==> src/rtl/fnd_sched_pkg.sv <==
`default_nettype none
// ============================================================================
// Module   : fnd_sched_pkg
// Purpose  : Mode encodings, mode LED patterns and mode helpers for the
//            FND application scheduler.
// Revision : 1.0
// ============================================================================
package fnd_sched_pkg;

    typedef enum logic [1:0] {
        MODE_WATCH = 2'd0,
        MODE_COOK  = 2'd1,
        MODE_STOP  = 2'd2,
        MODE_ALARM = 2'd3
    } mode_e;

    localparam logic [3:0] c_LED_WATCH = 4'b0001;
    localparam logic [3:0] c_LED_COOK  = 4'b0010;
    localparam logic [3:0] c_LED_STOP  = 4'b0100;
    localparam logic [3:0] c_LED_ALARM = 4'b1000;

    function automatic logic [3:0] mode_to_led(input mode_e mode);
        logic [3:0] led;
        case (mode)
            MODE_WATCH: led = c_LED_WATCH;
            MODE_COOK:  led = c_LED_COOK;
            MODE_STOP:  led = c_LED_STOP;
            default:    led = c_LED_ALARM;
        endcase
        return led;
    endfunction

    // Application rotation order for the mode button; ALARM is never a target.
    function automatic mode_e next_app(input mode_e mode);
        mode_e nxt;
        case (mode)
            MODE_WATCH: nxt = MODE_COOK;
            MODE_COOK:  nxt = MODE_STOP;
            default:    nxt = MODE_WATCH;
        endcase
        return nxt;
    endfunction

endpackage
`default_nettype wire

==> src/rtl/blink_timer.sv <==
`default_nettype none
// ============================================================================
// Module   : blink_timer
// Purpose  : Blink phase generator with an alarm timeout after a fixed number
//            of blink half-periods.
// Revision : 1.0
// ============================================================================
module blink_timer #(
    parameter int BLINK_HALF   = 50_000_000,
    parameter int ALARM_HALVES = 60
) (
    input  logic clk,
    input  logic reset_n,
    input  logic clear,
    output logic phase,
    output logic expired
);

    localparam int CNT_W  = (BLINK_HALF > 1) ? $clog2(BLINK_HALF) : 1;
    localparam int HALF_W = $clog2(ALARM_HALVES + 1);
    localparam logic [CNT_W-1:0]  c_CNT_LAST  = CNT_W'(BLINK_HALF - 1);
    localparam logic [HALF_W-1:0] c_HALF_LAST = HALF_W'(ALARM_HALVES - 1);

    logic [CNT_W-1:0]  r_cnt;
    logic [HALF_W-1:0] r_half_cnt;
    logic              r_phase;
    logic              w_wrap;

    assign w_wrap = (r_cnt == c_CNT_LAST);

    always_ff @(posedge clk or negedge reset_n) begin
        if (!reset_n) begin
            r_cnt      <= '0;
            r_half_cnt <= '0;
            r_phase    <= 1'b1;
        end else if (clear) begin
            r_cnt      <= '0;
            r_half_cnt <= '0;
            r_phase    <= 1'b1;
        end else if (w_wrap) begin
            r_cnt      <= '0;
            r_phase    <= ~r_phase;
            r_half_cnt <= r_half_cnt + HALF_W'(1);
        end else begin
            r_cnt      <= r_cnt + CNT_W'(1);
        end
    end

    assign phase = r_phase;
    // Fires on the wrap that completes the last half-period, so the
    // acknowledge lands exactly when half_cnt reaches ALARM_HALVES.
    assign expired = w_wrap && (r_half_cnt == c_HALF_LAST) && !clear;

endmodule
`default_nettype wire

==> src/rtl/fnd_app_scheduler.sv <==
`default_nettype none
// ============================================================================
// Module   : fnd_app_scheduler
// Purpose  : Shares one 4-digit FND and the user buttons among watch, cook
//            timer and stop watch; a cook alarm pre-empts with a blinking display.
// Revision : 1.0
// ============================================================================
module fnd_app_scheduler
    import fnd_sched_pkg::*;
#(
    parameter int BLINK_HALF   = 50_000_000,
    parameter int ALARM_HALVES = 60
) (
    input  logic        clk,
    input  logic        reset_n,
    input  logic        mode_btn,
    input  logic [2:0]  btn_in,
    input  logic [15:0] watch_value,
    input  logic [15:0] cook_value,
    input  logic [15:0] stop_value,
    input  logic        cook_alarm,
    output logic [2:0]  watch_btn,
    output logic [2:0]  cook_btn,
    output logic [2:0]  stop_btn,
    output logic        alarm_ack,
    output logic [15:0] fnd_value,
    output logic        fnd_blank,
    output logic [3:0]  mode_led
);

    mode_e      r_state, w_state_nxt;
    mode_e      r_saved_mode, w_saved_nxt;
    logic       r_alarm_d;
    logic [2:0] r_watch_btn, r_cook_btn, r_stop_btn;
    logic [2:0] w_watch_nxt, w_cook_nxt, w_stop_nxt;
    logic       r_alarm_ack, w_ack_nxt;
    logic       w_alarm_rise, w_press;
    logic       w_blink_clear, w_blink_phase, w_expired;

    assign w_alarm_rise  = cook_alarm & ~r_alarm_d;
    assign w_press       = mode_btn | (|btn_in);
    assign w_blink_clear = (r_state != MODE_ALARM);

    blink_timer #(
        .BLINK_HALF   (BLINK_HALF),
        .ALARM_HALVES (ALARM_HALVES)
    ) u_blink_timer (
        .clk     (clk),
        .reset_n (reset_n),
        .clear   (w_blink_clear),
        .phase   (w_blink_phase),
        .expired (w_expired)
    );

    always_ff @(posedge clk or negedge reset_n) begin
        if (!reset_n) begin
            r_state      <= MODE_WATCH;
            r_saved_mode <= MODE_WATCH;
            r_alarm_d    <= 1'b0;
            r_watch_btn  <= 3'b000;
            r_cook_btn   <= 3'b000;
            r_stop_btn   <= 3'b000;
            r_alarm_ack  <= 1'b0;
        end else begin
            r_state      <= w_state_nxt;
            r_saved_mode <= w_saved_nxt;
            r_alarm_d    <= cook_alarm;
            r_watch_btn  <= w_watch_nxt;
            r_cook_btn   <= w_cook_nxt;
            r_stop_btn   <= w_stop_nxt;
            r_alarm_ack  <= w_ack_nxt;
        end
    end

    always_comb begin
        w_state_nxt = r_state;
        w_saved_nxt = r_saved_mode;
        w_watch_nxt = 3'b000;
        w_cook_nxt  = 3'b000;
        w_stop_nxt  = 3'b000;
        w_ack_nxt   = 1'b0;
        case (r_state)
            MODE_ALARM: begin
                // A press and a timeout together still yield a single ack.
                if (w_press || w_expired) begin
                    w_ack_nxt   = 1'b1;
                    w_state_nxt = r_saved_mode;
                end else if (!cook_alarm) begin
                    w_state_nxt = r_saved_mode;
                end
            end
            default: begin
                if (w_alarm_rise) begin
                    w_saved_nxt = r_state;
                    w_state_nxt = MODE_ALARM;
                end else if (mode_btn) begin
                    w_state_nxt = next_app(r_state);
                end else begin
                    case (r_state)
                        MODE_WATCH: w_watch_nxt = btn_in;
                        MODE_COOK:  w_cook_nxt  = btn_in;
                        MODE_STOP:  w_stop_nxt  = btn_in;
                        default:    ;
                    endcase
                end
            end
        endcase
    end

    always_comb begin
        fnd_value = cook_value;
        case (r_state)
            MODE_WATCH: fnd_value = watch_value;
            MODE_STOP:  fnd_value = stop_value;
            default:    fnd_value = cook_value;
        endcase
    end

    assign fnd_blank = (r_state == MODE_ALARM) & ~w_blink_phase;
    assign mode_led  = mode_to_led(r_state);
    assign watch_btn = r_watch_btn;
    assign cook_btn  = r_cook_btn;
    assign stop_btn  = r_stop_btn;
    assign alarm_ack = r_alarm_ack;

endmodule
`default_nettype wire

==> config.mk <==
export PLATFORM = sky130hd
export DESIGN_NAME = fnd_app_scheduler
export DESIGN_NICKNAME = d
export VERILOG_FILES = /design/src/rtl/fnd_sched_pkg.sv /design/src/rtl/blink_timer.sv /design/src/rtl/fnd_app_scheduler.sv
export SDC_FILE = /design/constraint.sdc
export NUM_CORES = 1
export LEC_CHECK = 0
export ABC_AREA = 1
export BUFFER_PORTS_ARGS = -buffer_cell sky130_fd_sc_hd__clkbuf_2
export CORE_AREA = 2 2 75 77
export CTS_CLUSTER_SIZE = 24
export DETAILED_ROUTE_END_ITERATION = 8
export DIE_AREA = 0 0 77 79
export PLACE_DENSITY_LB_ADDON = 0.12
export SLEW_MARGIN = 0
export SYNTH_ARGS = -nofsm -noshare
export SYNTH_HDL_FRONTEND = slang
export SYNTH_SLANG_ARGS = --single-unit
export TNS_END_PERCENT = 100
==> constraint.sdc <==
create_clock -name clk -period 3.6 [get_ports clk]
set_input_delay 0.54 -clock clk [delete_from_list [all_inputs] [get_ports clk]]
set_output_delay 0.54 -clock clk [all_outputs]
set_load 0.05 [all_outputs]
Yosys cells after proc, flatten, opt, wreduce, memory -nomap -nowiden
Cells that the tools add are included.

word-level totals
  register bits after elaboration = 48
  input bits = 55
  output and inout port bits = 31
  word-level logic and storage cells = 63

cells by class
  $add $sub $neg = 2
  equal/unequal tests = 7
  multiplexer cells = 28
  bitwise gates (word level) = 6
  reduce and logical (&&, ||, !) cells = 10

operators by type and width
  kind                     count
  $mux W26                 2
  $mux W3                  12
  $pmux W16 S2             1
  $add A26 B1 Y26 const B  1
  $eq A26 B26 Y1 const B   1
  $mux W6                  2
  $pmux W4 S3              1
  $mux W2                  5
  $add A6 B1 Y6 const B    1
  $eq A6 B6 Y1 const B     1
  $eq A2 B2 Y1 const B     2
  $mux W1                  4
  $pmux W2 S2              1
  $reduce_and A2 Y1        2
  $ne A3 B3 Y1 const B     1
  $not A1 Y1               3
  $reduce_bool A3 Y1       1
  $reduce_or A3 Y1         1
  $and A1 B1 Y1            2
  $eq A2 B1 Y1 const B     1
  $logic_and A1 B1 Y1      2
  $logic_not A2 Y1         1
  $ne A2 B2 Y1 const B     1
  $reduce_bool A2 Y1       1
  3 further kinds          3

Depth between registers and ports, before layout
Gate-level depths: netlist (run 1).

  depth after elaboration = 6
  gate-level depth with buffers = 11
  gate-level depth less buffers = 11

Cells and area by module
A second synthesis (run 1) with hierarchy kept.

second synthesis, totals
  cell total of the unflattened synthesis = 410
  area total of the unflattened synthesis = 2851.5 um2

by module, submodules not included
  module             times used  cells an instance  area an instance (um2)  sequential area each (um2)
  blink_timer        1           280                1970.6                  827.0
  fnd_app_scheduler  1           130                880.8                   375.4

Least setup slack after synthesis (run 1)
No wires, ideal clock.

  path type = reg2out
  from = register r_state[1]
  to = output port fnd_value[0]
  data arrival time = 1.657 ns
  data required time = 3.060 ns
  path slack = 1.403 ns
  cell stages (with the launch flop) = 5
  buffers on the path = 1
  cells stage by stage = dfrtp_1 > nor2_1 > buf_2 > nand2_1 > nand3_1

on the way
  word-level cells in the longest chain between the ends = 2
  elaborated cells on any way between the ends = 3
  classes of those cells = 1 x eq/ne; 1 x mux; 1 x reduce/logical

RTL lines
  item                                              line                      text
  from (decl)                                       fnd_app_scheduler.sv:31   mode_e r_state, w_state_nxt;
  from (signal assigned)                            fnd_app_scheduler.sv:65   r_state <= w_state_nxt;
  $eq A2 B2 Y1 or $logic_not A2 Y1 (tied branches)  fnd_app_scheduler.sv:112  case (r_state)
  $pmux W16 S2 (*)                                  fnd_app_scheduler.sv:112
  to (decl)                                         fnd_app_scheduler.sv:26   output logic [15:0] fnd_value,

Every way passes the cells marked *; elsewhere a longest branch is shown, timed or not.

Worst setup path after layout (run 1)
  from = register r_state[0]
  to = output port mode_led[3]

on the way
  word-level cells in the longest chain between the ends = 2
  elaborated cells on any way between the ends = 4
  classes of those cells = 2 x eq/ne; 1 x mux; 1 x reduce/logical

RTL lines
  item                                  line                     text
  $eq A2 B2 Y1 (tied with other cells)  fnd_sched_pkg.sv:24      case (mode)
  $pmux W4 S3 (*)                       fnd_sched_pkg.sv:24
  to (decl)                             fnd_app_scheduler.sv:28  output logic [3:0] mode_led

Marked as above.

==> impl_metrics.py, run 1 <==
metrics = {
    "outcome": {
        "outcome": "complete, no violations",
    },
    "timing": {
        "finalCritPeriodShare_pct": 72.1,
        "fin_skew_ps": 10.1,
        "finalCriticalPeriod_ps": 2600,
        "setup_tns_ps": 0,
        "holdWs_ps": 179,
        "relSlewSlack_pct": 56.7,
        "layout_setup_ws_ps": 1000,
        "worst_pin_slew_ps": 649,
        "clock.fmax_ghz": 0.385,
        "rsz0062_at_grt": "no",
        "setup_viol": 0,
        "finalHoldViolCount": 0,
        "drv_slew": 0,
    },
    "logic_synthesis": {
        "avgSynthCellArea_um2": 7.15,
        "ys_seq_elements": 48,
        "synth_area_um2": 2880,
        "yosysUniqueCellTypes": 36,
        "syn-num-nets": 459,
        "yosysWarnings": 0,
        "seq_area_frac_synth_pct": 41.8,
        "synthCells": 402,
    },
    "routing": {
        "avgRoutedWirePerCell_um": 13.3,
        "vias_per_cell": 5.21,
        "drc": 0,
        "final_antenna_net_count": 0,
        "vias": 2934,
        "wirelength_um": 7470,
        "drt_iter0_markers": 169,
        "drt-pass1-iter-count": 7,
    },
    "place": {
        "port_buffers": 85,
        "placed_cells": 555,
        "gp_congestion": 0.892,
        "place_ws_ps": 1320,
        "dp_hpwl_um": 5870,
    },
    "layout": {
        "syn2layout_area_growth_pct": 21.7,
        "mostFrequentLayoutCell": "nand2_1",
        "final_cells": 563,
        "layout_common_cells": "nand2_1 (121), clkbuf_2 (85), nor2_1 (70)",
        "nFillCells": 500,
        "diodes": 0,
        "regArea_um2": 1200,
        "fin_nets": 547,
        "multi_input_area_um2": 1470,
        "drive_gt1_share_pct": 25.7,
    },
    "power": {
        "power.density_nw_per_um2": 641,
        "pwr-share-clk_pct": 20.6,
        "p_leak_uw": 0.00178,
        "ir_drop_v": 0.000441,
        "combPwrFrac_pct": 50.9,
        "power.share.switching_pct": 50.3,
        "switchingPower_uw": 1130,
        "power.share.sequential_pct": 28.5,
        "p_int_uw": 1110,
    },
    "critical_path": {
        "cp-start-kind": "register",
        "critPathArrivalTime_ps": 2060,
        "crit_type": "register to output pin",
        "path_cells": "nand2_2 -> buf_4 -> inv_1 -> clkbuf_2",
        "cp_slowest_cell": "dfrtp_1",
        "max_stage_delay_ps": 760,
        "cp_max_fo": 22,
        "crit_path_end_kind": "output pin",
        "worst-endpoint-required_ps": 3060,
    },
    "global_routing": {
        "antenna_found_initial": 0,
        "grt_start_max_net_pins": 31,
        "groute.usage.overall_pct": 26.2,
        "grt_overflow": 0,
        "grt_pass1_vias": 2850,
        "grt_pass1_wl_um": 12700,
    },
    "clock_network": {
        "cts_made_buffers": 5,
        "clock-sinks": 48,
        "cts-resized-gates": 0,
        "root_buffer": "clkbuf_8",
        "tritoncts": "yes",
        "path_clk_slew_ps": 90,
        "clk_path_buf_depth": 2,
        "hold_buffers": 0,
        "post_cts_buffers": 0,
        "clk_latency_ps": 300,
        "htreeDepth": 2,
    },
    "floorplan": {
        "ios": 86,
        "rows": 27,
        "dieArea_um2": 6080,
        "fp.coreArea_um2": 5340,
        "initial_core_util_pct": 53.9,
        "die_y_um": 79,
        "die_x_um": 77,
    },
    "job": {
        "maxCapViolations": 0,
    },
    "worst_hold_path": {
        "hold_class": "input pin to asynchronous set/reset pin",
    },
}
[sequential cells by signal, summed over array words and instances, names as in the netlist]
| signal | count |
|---|---|
| r_alarm_d | 1 |
| cook_btn | 3 |
| u_blink_timer.r_cnt | 26 |
| r_state | 2 |
| u_blink_timer.r_half_cnt | 6 |
| u_blink_timer.phase | 1 |
| r_saved_mode | 2 |
| stop_btn | 3 |
| watch_btn | 3 |
| alarm_ack | 1 |
[metrics by stage]
step	cell area [µm²]	util [%]	total power, µW
CTS	3500	65.6	2260
global route	3500	65.6	2370
global placement	3370	63.1	1790
floorplan	2880	-	1520
detailed placement	3370	63.1	1800
finish	3500	65.6	2240
[cells in the mapped netlist, drive strengths merged]
cell      n  area, µm²
o22ai     2       12.5
a31oi     1       6.26
nand3    41        205
a21o      1       7.51
and2      1       8.76
ha        2       25.0
inv      40        150
and3      1       6.26
nor2     79        352
nand4     9       62.6
dfstp     1       26.3
nor4      1       6.26
nor3      9       45.0
nand2   129        509
o21ai    10       50.0
buf       6       46.3
o211a     2       20.0
xor2      4       35.0
nor3b     3       37.5
clkbuf    2       7.51
dfrtp    47       1180
a21oi     4       23.8
a22oi     3       22.5
xnor2     3       26.3
o21bai    1       7.51
[power groups by stage]
stage	Sequential [µW]	Combinational (µW)	Clock (µW)
after floorplan	675	849	0
after global placement	651	1140	0
after detailed placement	652	1150	0
after CTS	642	1150	472
after global routing	651	1230	491
final	640	1140	461
[layout make-up]
| class | count | area share [%] |
|---|---|---|
| Timing Repair Buffer | 89 | 13.0 |
| Multi-Input combinational cell | 306 | 42.0 |
| Clock inverter | 2 | 1.72 |
| Sequential cell | 48 | 34.4 |
| Inverter | 40 | 4.29 |
| Clock buffer | 6 | 2.07 |
| Tap cell | 72 | 2.57 |
[final timing paths]
check                                       start                      end  slack (ps)  cells past startpoint
setup / recovery                       r_state[0]              mode_led[3]        1000                      4
hold reg to reg            u_blink_timer.r_cnt[0]   u_blink_timer.r_cnt[0]         530                      1
setup reg to reg                       r_state[0]  u_blink_timer.r_cnt[22]        1580                      5
hold / removal                            reset_n   u_blink_timer.r_cnt[2]         180                      1
min in group clk                       cook_alarm                r_alarm_d         350                      1
max in group asynchronous                 reset_n      u_blink_timer.phase        2630                      2
[critical path, delay by kind of cell, from the launching register on]
kind                   cells  cell delay, ps
DFF                        1             760
buffers and inverters      3             930
and+or+nand+nor            1              60
[routing by layer]
| metal | global-route usage (%) | wire length [µm] | up-vias |
|---|---|---|---|
| met5 | 0 | 0 | - |
| met4 | 12.9 | 237 | 0 |
| met3 | 4.32 | 445 | 20 |
| met2 | 44.1 | 3640 | 106 |
| met1 | 33.0 | 3150 | 1354 |
| li1 | - | - | 1454 |
[cell families (layout without fill, tap and decap cells)]
family	count (synthesis)	in the layout	share of synthesized area, %
adder cells (fa/ha/maj)	2	2	0.870
AND/OR/NAND/NOR	273	273	42.9
flip-flops	48	48	41.8
XOR/XNOR	7	7	2.13
buffers and inverters	48	137	7.09
AO/OA/AOI/OAI	24	24	5.22
Note: power is estimated with default switching activity, not from simulation.
==> run 2, diff against run 1 <==
CORE_AREA = 2 2 82 84   (was 2 2 75 77)
DIE_AREA = 0 0 84 86   (was 0 0 77 79)
clock period = 2.1 ns   (was 3.6 ns; I/O delays follow)
==> impl_metrics.py, run 2 (synthesis gave the netlist of run 1 again) <==
metrics = {
    "outcome": {
        "outcome": "complete, but fails checks",
        "violations": "hold timing",
    },
    "layout": {
        "layout_common_cells": "nand2_1 (121), clkbuf_2 (82), nor2_1 (70)",
        "syn2layout_area_growth_pct": 24.1,
        "diodes": 0,
        "drive_gt1_share_pct": 26.2,
        "stdcell_area_um2": 3570,
        "fin_util_pct": 56.8,
        "fin_nets": 549,
        "regMostFlops": "u_blink_timer.r_cnt",
        "largest_reg_flops": 26,
        "mostFrequentLayoutCell": "nand2_1",
        "top_regs": "u_blink_timer.r_cnt x26, u_blink_timer.r_half_cnt x6",
    },
    "critical_path": {
        "path_cells": "nand2_2 -> inv_1 -> buf_12",
        "endpoint": "mode_led[3]",
        "cp_top_family": "buffers and inverters",
        "cp_num_buf_inv": 2,
        "cp_slowest_cell": "dfrtp_1",
        "crit_type": "register to output pin",
        "cp_max_fo": 13,
        "max_stage_delay_ps": 470,
        "r2r-start": "u_blink_timer.r_cnt[0]",
        "cp-start-kind": "register",
        "worst-endpoint-required_ps": 1780,
        "r2r-end": "u_blink_timer.r_half_cnt[3]",
        "crit_path_end_kind": "output pin",
        "r2r_cells": 8,
        "startpoint": "r_state[0]",
        "critPathArrivalTime_ps": 1610,
        "worst-path-stages": 3,
        "regToRegSetupSlack_ps": 360,
    },
    "timing": {
        "fin_skew_ps": 7.56,
        "relSlewSlack_pct": 60.7,
        "clock.fmax_ghz": 0.520,
        "worst_pin_slew_ps": 589,
        "finalHoldViolCount": 16,
        "holdWs_ps": -8.26,
        "layout_setup_ws_ps": 177,
        "finalCritPeriodShare_pct": 91.6,
        "drv_slew": 0,
        "rsz0062_at_grt": "no",
        "setup_tns_ps": 0,
        "finalCriticalPeriod_ps": 1920,
        "setup_viol": 0,
    },
    "place": {
        "gp_congestion": 0.920,
        "port_buffers": 85,
        "place_area_um2": 3450,
        "dp_hpwl_um": 5860,
        "place_ws_ps": 367,
    },
    "floorplan": {
        "die_x_um": 84,
        "rows": 29,
        "die_y_um": 86,
        "dieArea_um2": 7220,
        "initial_core_util_pct": 45.8,
        "ios": 86,
        "fp.coreArea_um2": 6280,
    },
    "job": {
        "maxCapViolations": 0,
    },
    "clock_network": {
        "path_clk_slew_ps": 100,
        "post_cts_buffers": 0,
        "hold_buffers": 0,
        "clk_path_buf_depth": 2,
        "clk_latency_ps": 310,
        "root_buffer": "clkbuf_8",
        "cts-resized-gates": 0,
        "clock-sinks": 48,
        "tritoncts": "yes",
        "htreeDepth": 2,
        "cts_made_buffers": 5,
    },
    "routing": {
        "vias_per_cell": 5.03,
        "avgRoutedWirePerCell_um": 13.1,
        "final_antenna_net_count": 0,
        "drc": 0,
        "vias": 2866,
        "drt_iter0_markers": 168,
        "wirelength_um": 7470,
        "drt-pass1-iter-count": 4,
    },
    "global_routing": {
        "grt_pass1_vias": 2754,
        "antenna_found_initial": 0,
        "grt_overflow": 0,
        "grt_start_max_net_pins": 28,
        "grt_pass1_wl_um": 12600,
        "groute.usage.overall_pct": 21.4,
    },
    "worst_hold_path": {
        "hold_class": "input pin to asynchronous set/reset pin",
    },
    "power": {
        "p_leak_uw": 0.00180,
        "ir_drop_v": 0.000923,
        "power.density_nw_per_um2": 1100,
    },
}
## run 2: cell types whose count changed in the layout (fill, tap and decap cells not counted)
cell / previous run / this run
buf_12: 0 / 4
buf_4: 4 / 5
bufinv_16: 2 / 1
clkbuf_1: 1 / 0
clkbuf_2: 85 / 82
clkbuf_8: 5 / 6
clkinv_4: 0 / 1
## run 2: area by class of cell
type                            instances  area [µm²]
Multi-Input combinational cell        306        1470
Tap cell                               77        96.3
Clock inverter                          2        38.8
Clock buffer                            6        82.6
Inverter                               40         150
Sequential cell                        48        1200
Timing Repair Buffer                   91         528
Fill cell                             615        2710
## run 2: worst min path at each step
| stage | depth (start not counted) | from | end |
|---|---|---|---|
| 3_3_place_gp | 1 | reset_n | u_blink_timer.r_cnt[14] |
| 4_1_cts | 1 | reset_n | u_blink_timer.r_cnt[22] |
| 6_report | 1 | reset_n | u_blink_timer.r_cnt[22] |
| 5_1_grt | 1 | reset_n | u_blink_timer.r_cnt[22] |
| 3_5_place_dp | 1 | reset_n | u_blink_timer.r_cnt[14] |
| 2_1_floorplan | 0 | reset_n | alarm_ack |
## run 2: worst register-to-register path: cells and delay by family (launching register included)
kind	cells	cell delay [ps]
compound gates	1	120
fa+ha+maj	1	200
flops	1	420
simple gates	6	880
## run 2: per-layer routing
layer  track usage [%]  vias to the layer above  wire length (µm)
li1                  -                     1461                 -
met1              30.1                     1319              3520
met2              34.9                       77              3520
met3              3.66                        9               345
met4              4.84                        0                78
met5                 0                        -                 0
## run 2: report_power, final
group          switching (µW)  total (µW)  leakage, µW  internal (µW)
Clock                     334         724    0.0000614            390
Sequential               59.8        1060     0.000656            999
Combinational            1610        2160      0.00109            551
Total                    2000        3940      0.00180           1940
## run 2: stage by stage
| step | instances | total power [µW] |
|---|---|---|
| floorplan | 402 | 2610 |
| global placement | 562 | 3230 |
| detailed placement | 562 | 3250 |
| CTS | 570 | 3980 |
| global route | 570 | 4170 |
| finish | 570 | 3940 |
==> run 3, diff against run 2 <==
MAX_ROUTING_LAYER = met4   (was default)
==> impl_metrics.py, run 3 (synthesis gave the netlist of run 1 again) <==
metrics = {
    "outcome": {
        "outcome": "complete, but fails checks",
        "violations": "hold timing",
    },
    "routing": {
        "vias": 2860,
        "vias_per_cell": 5.02,
        "wirelength_um": 7430,
        "final_antenna_net_count": 0,
        "avgRoutedWirePerCell_um": 13.0,
        "drt_iter0_markers": 176,
        "drc": 0,
        "drt-pass1-iter-count": 4,
    },
    "place": {
        "port_buffers": 85,
        "place_area_um2": 3450,
        "placed_cells": 562,
        "dp_hpwl_um": 5860,
        "gp_congestion": 0.936,
        "place_ws_ps": 367,
    },
    "timing": {
        "layout_setup_ws_ps": 176,
        "drv_slew": 0,
        "setup_tns_ps": 0,
        "rsz0062_at_grt": "no",
        "finalCriticalPeriod_ps": 1920,
        "fin_skew_ps": 6.90,
        "relSlewSlack_pct": 60.4,
        "holdWs_ps": -6.14,
        "clock.fmax_ghz": 0.520,
        "finalCritPeriodShare_pct": 91.6,
        "finalHoldViolCount": 12,
        "setup_viol": 0,
        "worst_pin_slew_ps": 593,
    },
    "layout": {
        "top_regs": "u_blink_timer.r_cnt x26, u_blink_timer.r_half_cnt x6",
        "syn2layout_area_growth_pct": 24.1,
        "fin_nets": 549,
        "drive_gt1_share_pct": 26.2,
        "final_cells": 570,
        "mostFrequentLayoutCell": "nand2_1",
        "largest_reg_flops": 26,
        "stdcell_area_um2": 3570,
        "regMostFlops": "u_blink_timer.r_cnt",
        "nFillCells": 615,
        "layout_common_cells": "nand2_1 (121), clkbuf_2 (82), nor2_1 (70)",
        "diodes": 0,
    },
    "worst_hold_path": {
        "hold_class": "input pin to asynchronous set/reset pin",
    },
    "floorplan": {
        "die_x_um": 84,
        "die_y_um": 86,
        "rows": 29,
        "fp.coreArea_um2": 6280,
        "dieArea_um2": 7220,
        "initial_core_util_pct": 45.8,
        "ios": 86,
    },
    "power": {
        "p_leak_uw": 0.00180,
        "p_total_uw": 3930,
        "power.density_nw_per_um2": 1100,
        "ir_drop_v": 0.000923,
    },
    "clock_network": {
        "path_clk_slew_ps": 100,
        "cts-resized-gates": 0,
        "tritoncts": "yes",
        "htreeDepth": 2,
        "root_buffer": "clkbuf_8",
        "hold_buffers": 0,
        "post_cts_buffers": 0,
        "clock-sinks": 48,
        "cts_made_buffers": 5,
        "clk_path_buf_depth": 2,
        "clk_latency_ps": 310,
    },
    "critical_path": {
        "crit_type": "register to output pin",
        "critPathArrivalTime_ps": 1610,
        "cp_max_fo": 13,
        "worst-endpoint-required_ps": 1780,
        "crit_path_end_kind": "output pin",
        "cp-start-kind": "register",
    },
    "global_routing": {
        "grt_pass1_vias": 2758,
        "groute.usage.overall_pct": 22.0,
        "grt_pass1_wl_um": 12600,
        "antenna_found_initial": 0,
        "grt_start_max_net_pins": 28,
        "grt_overflow": 0,
    },
    "job": {
        "maxCapViolations": 0,
    },
}
run 3: path summary, 6_finish.rpt:
check / startpoint / end / slack [ps] / depth (start not counted)
worst max register to register: u_blink_timer.r_cnt[0] / u_blink_timer.r_half_cnt[3] / 380 / 8
worst min register to register: u_blink_timer.r_cnt[0] / u_blink_timer.r_cnt[0] / 510 / 1
worst min-delay path: reset_n / u_blink_timer.r_cnt[22] / -6 / 1
min in group clk: cook_alarm / r_alarm_d / 130 / 1
worst max-delay path: r_state[0] / mode_led[3] / 180 / 3
max in group asynchronous: reset_n / u_blink_timer.r_cnt[19] / 1550 / 2
run 3: layout make-up:
| type | count | area (µm²) | share of cell area [%] |
|---|---|---|---|
| Multi-Input combinational cell | 306 | 1470 | 41.2 |
| Sequential cell | 48 | 1200 | 33.7 |
| Timing Repair Buffer | 91 | 528 | 14.8 |
| Inverter | 40 | 150 | 4.21 |
| Tap cell | 77 | 96.3 | 2.70 |
| Clock buffer | 6 | 82.6 | 2.31 |
| Clock inverter | 2 | 38.8 | 1.09 |
run 3: per-stage QoR:
step	utilization, %	hold WS, ps
3_5_place_dp	54.9	344
6_report	56.8	-6.14
2_1_floorplan	-	19.4
5_1_grt	56.8	28.9
4_1_cts	56.8	10.0
3_3_place_gp	54.9	348
run 3: routing by layer:
metal / vias to the layer above / routed length [µm] / global-route usage (%)
li1: 1459 / - / -
met1: 1316 / 3500 / 29.8
met5: - / 0 / -
met2: 76 / 3520 / 35.1
met3: 9 / 322 / 3.46
met4: 0 / 79 / 4.84
run 3: report_power, final:
group          internal (µW)  switching [µW]
registers                999            59.9
clock network            390             330
logic                    551            1600
total                   1940            1990
run 3: worst max-delay path, cell delays in order (launching register included):
cell	delay, ps
dfrtp_1	470
nand2_2	210
inv_1	420
buf_12	200
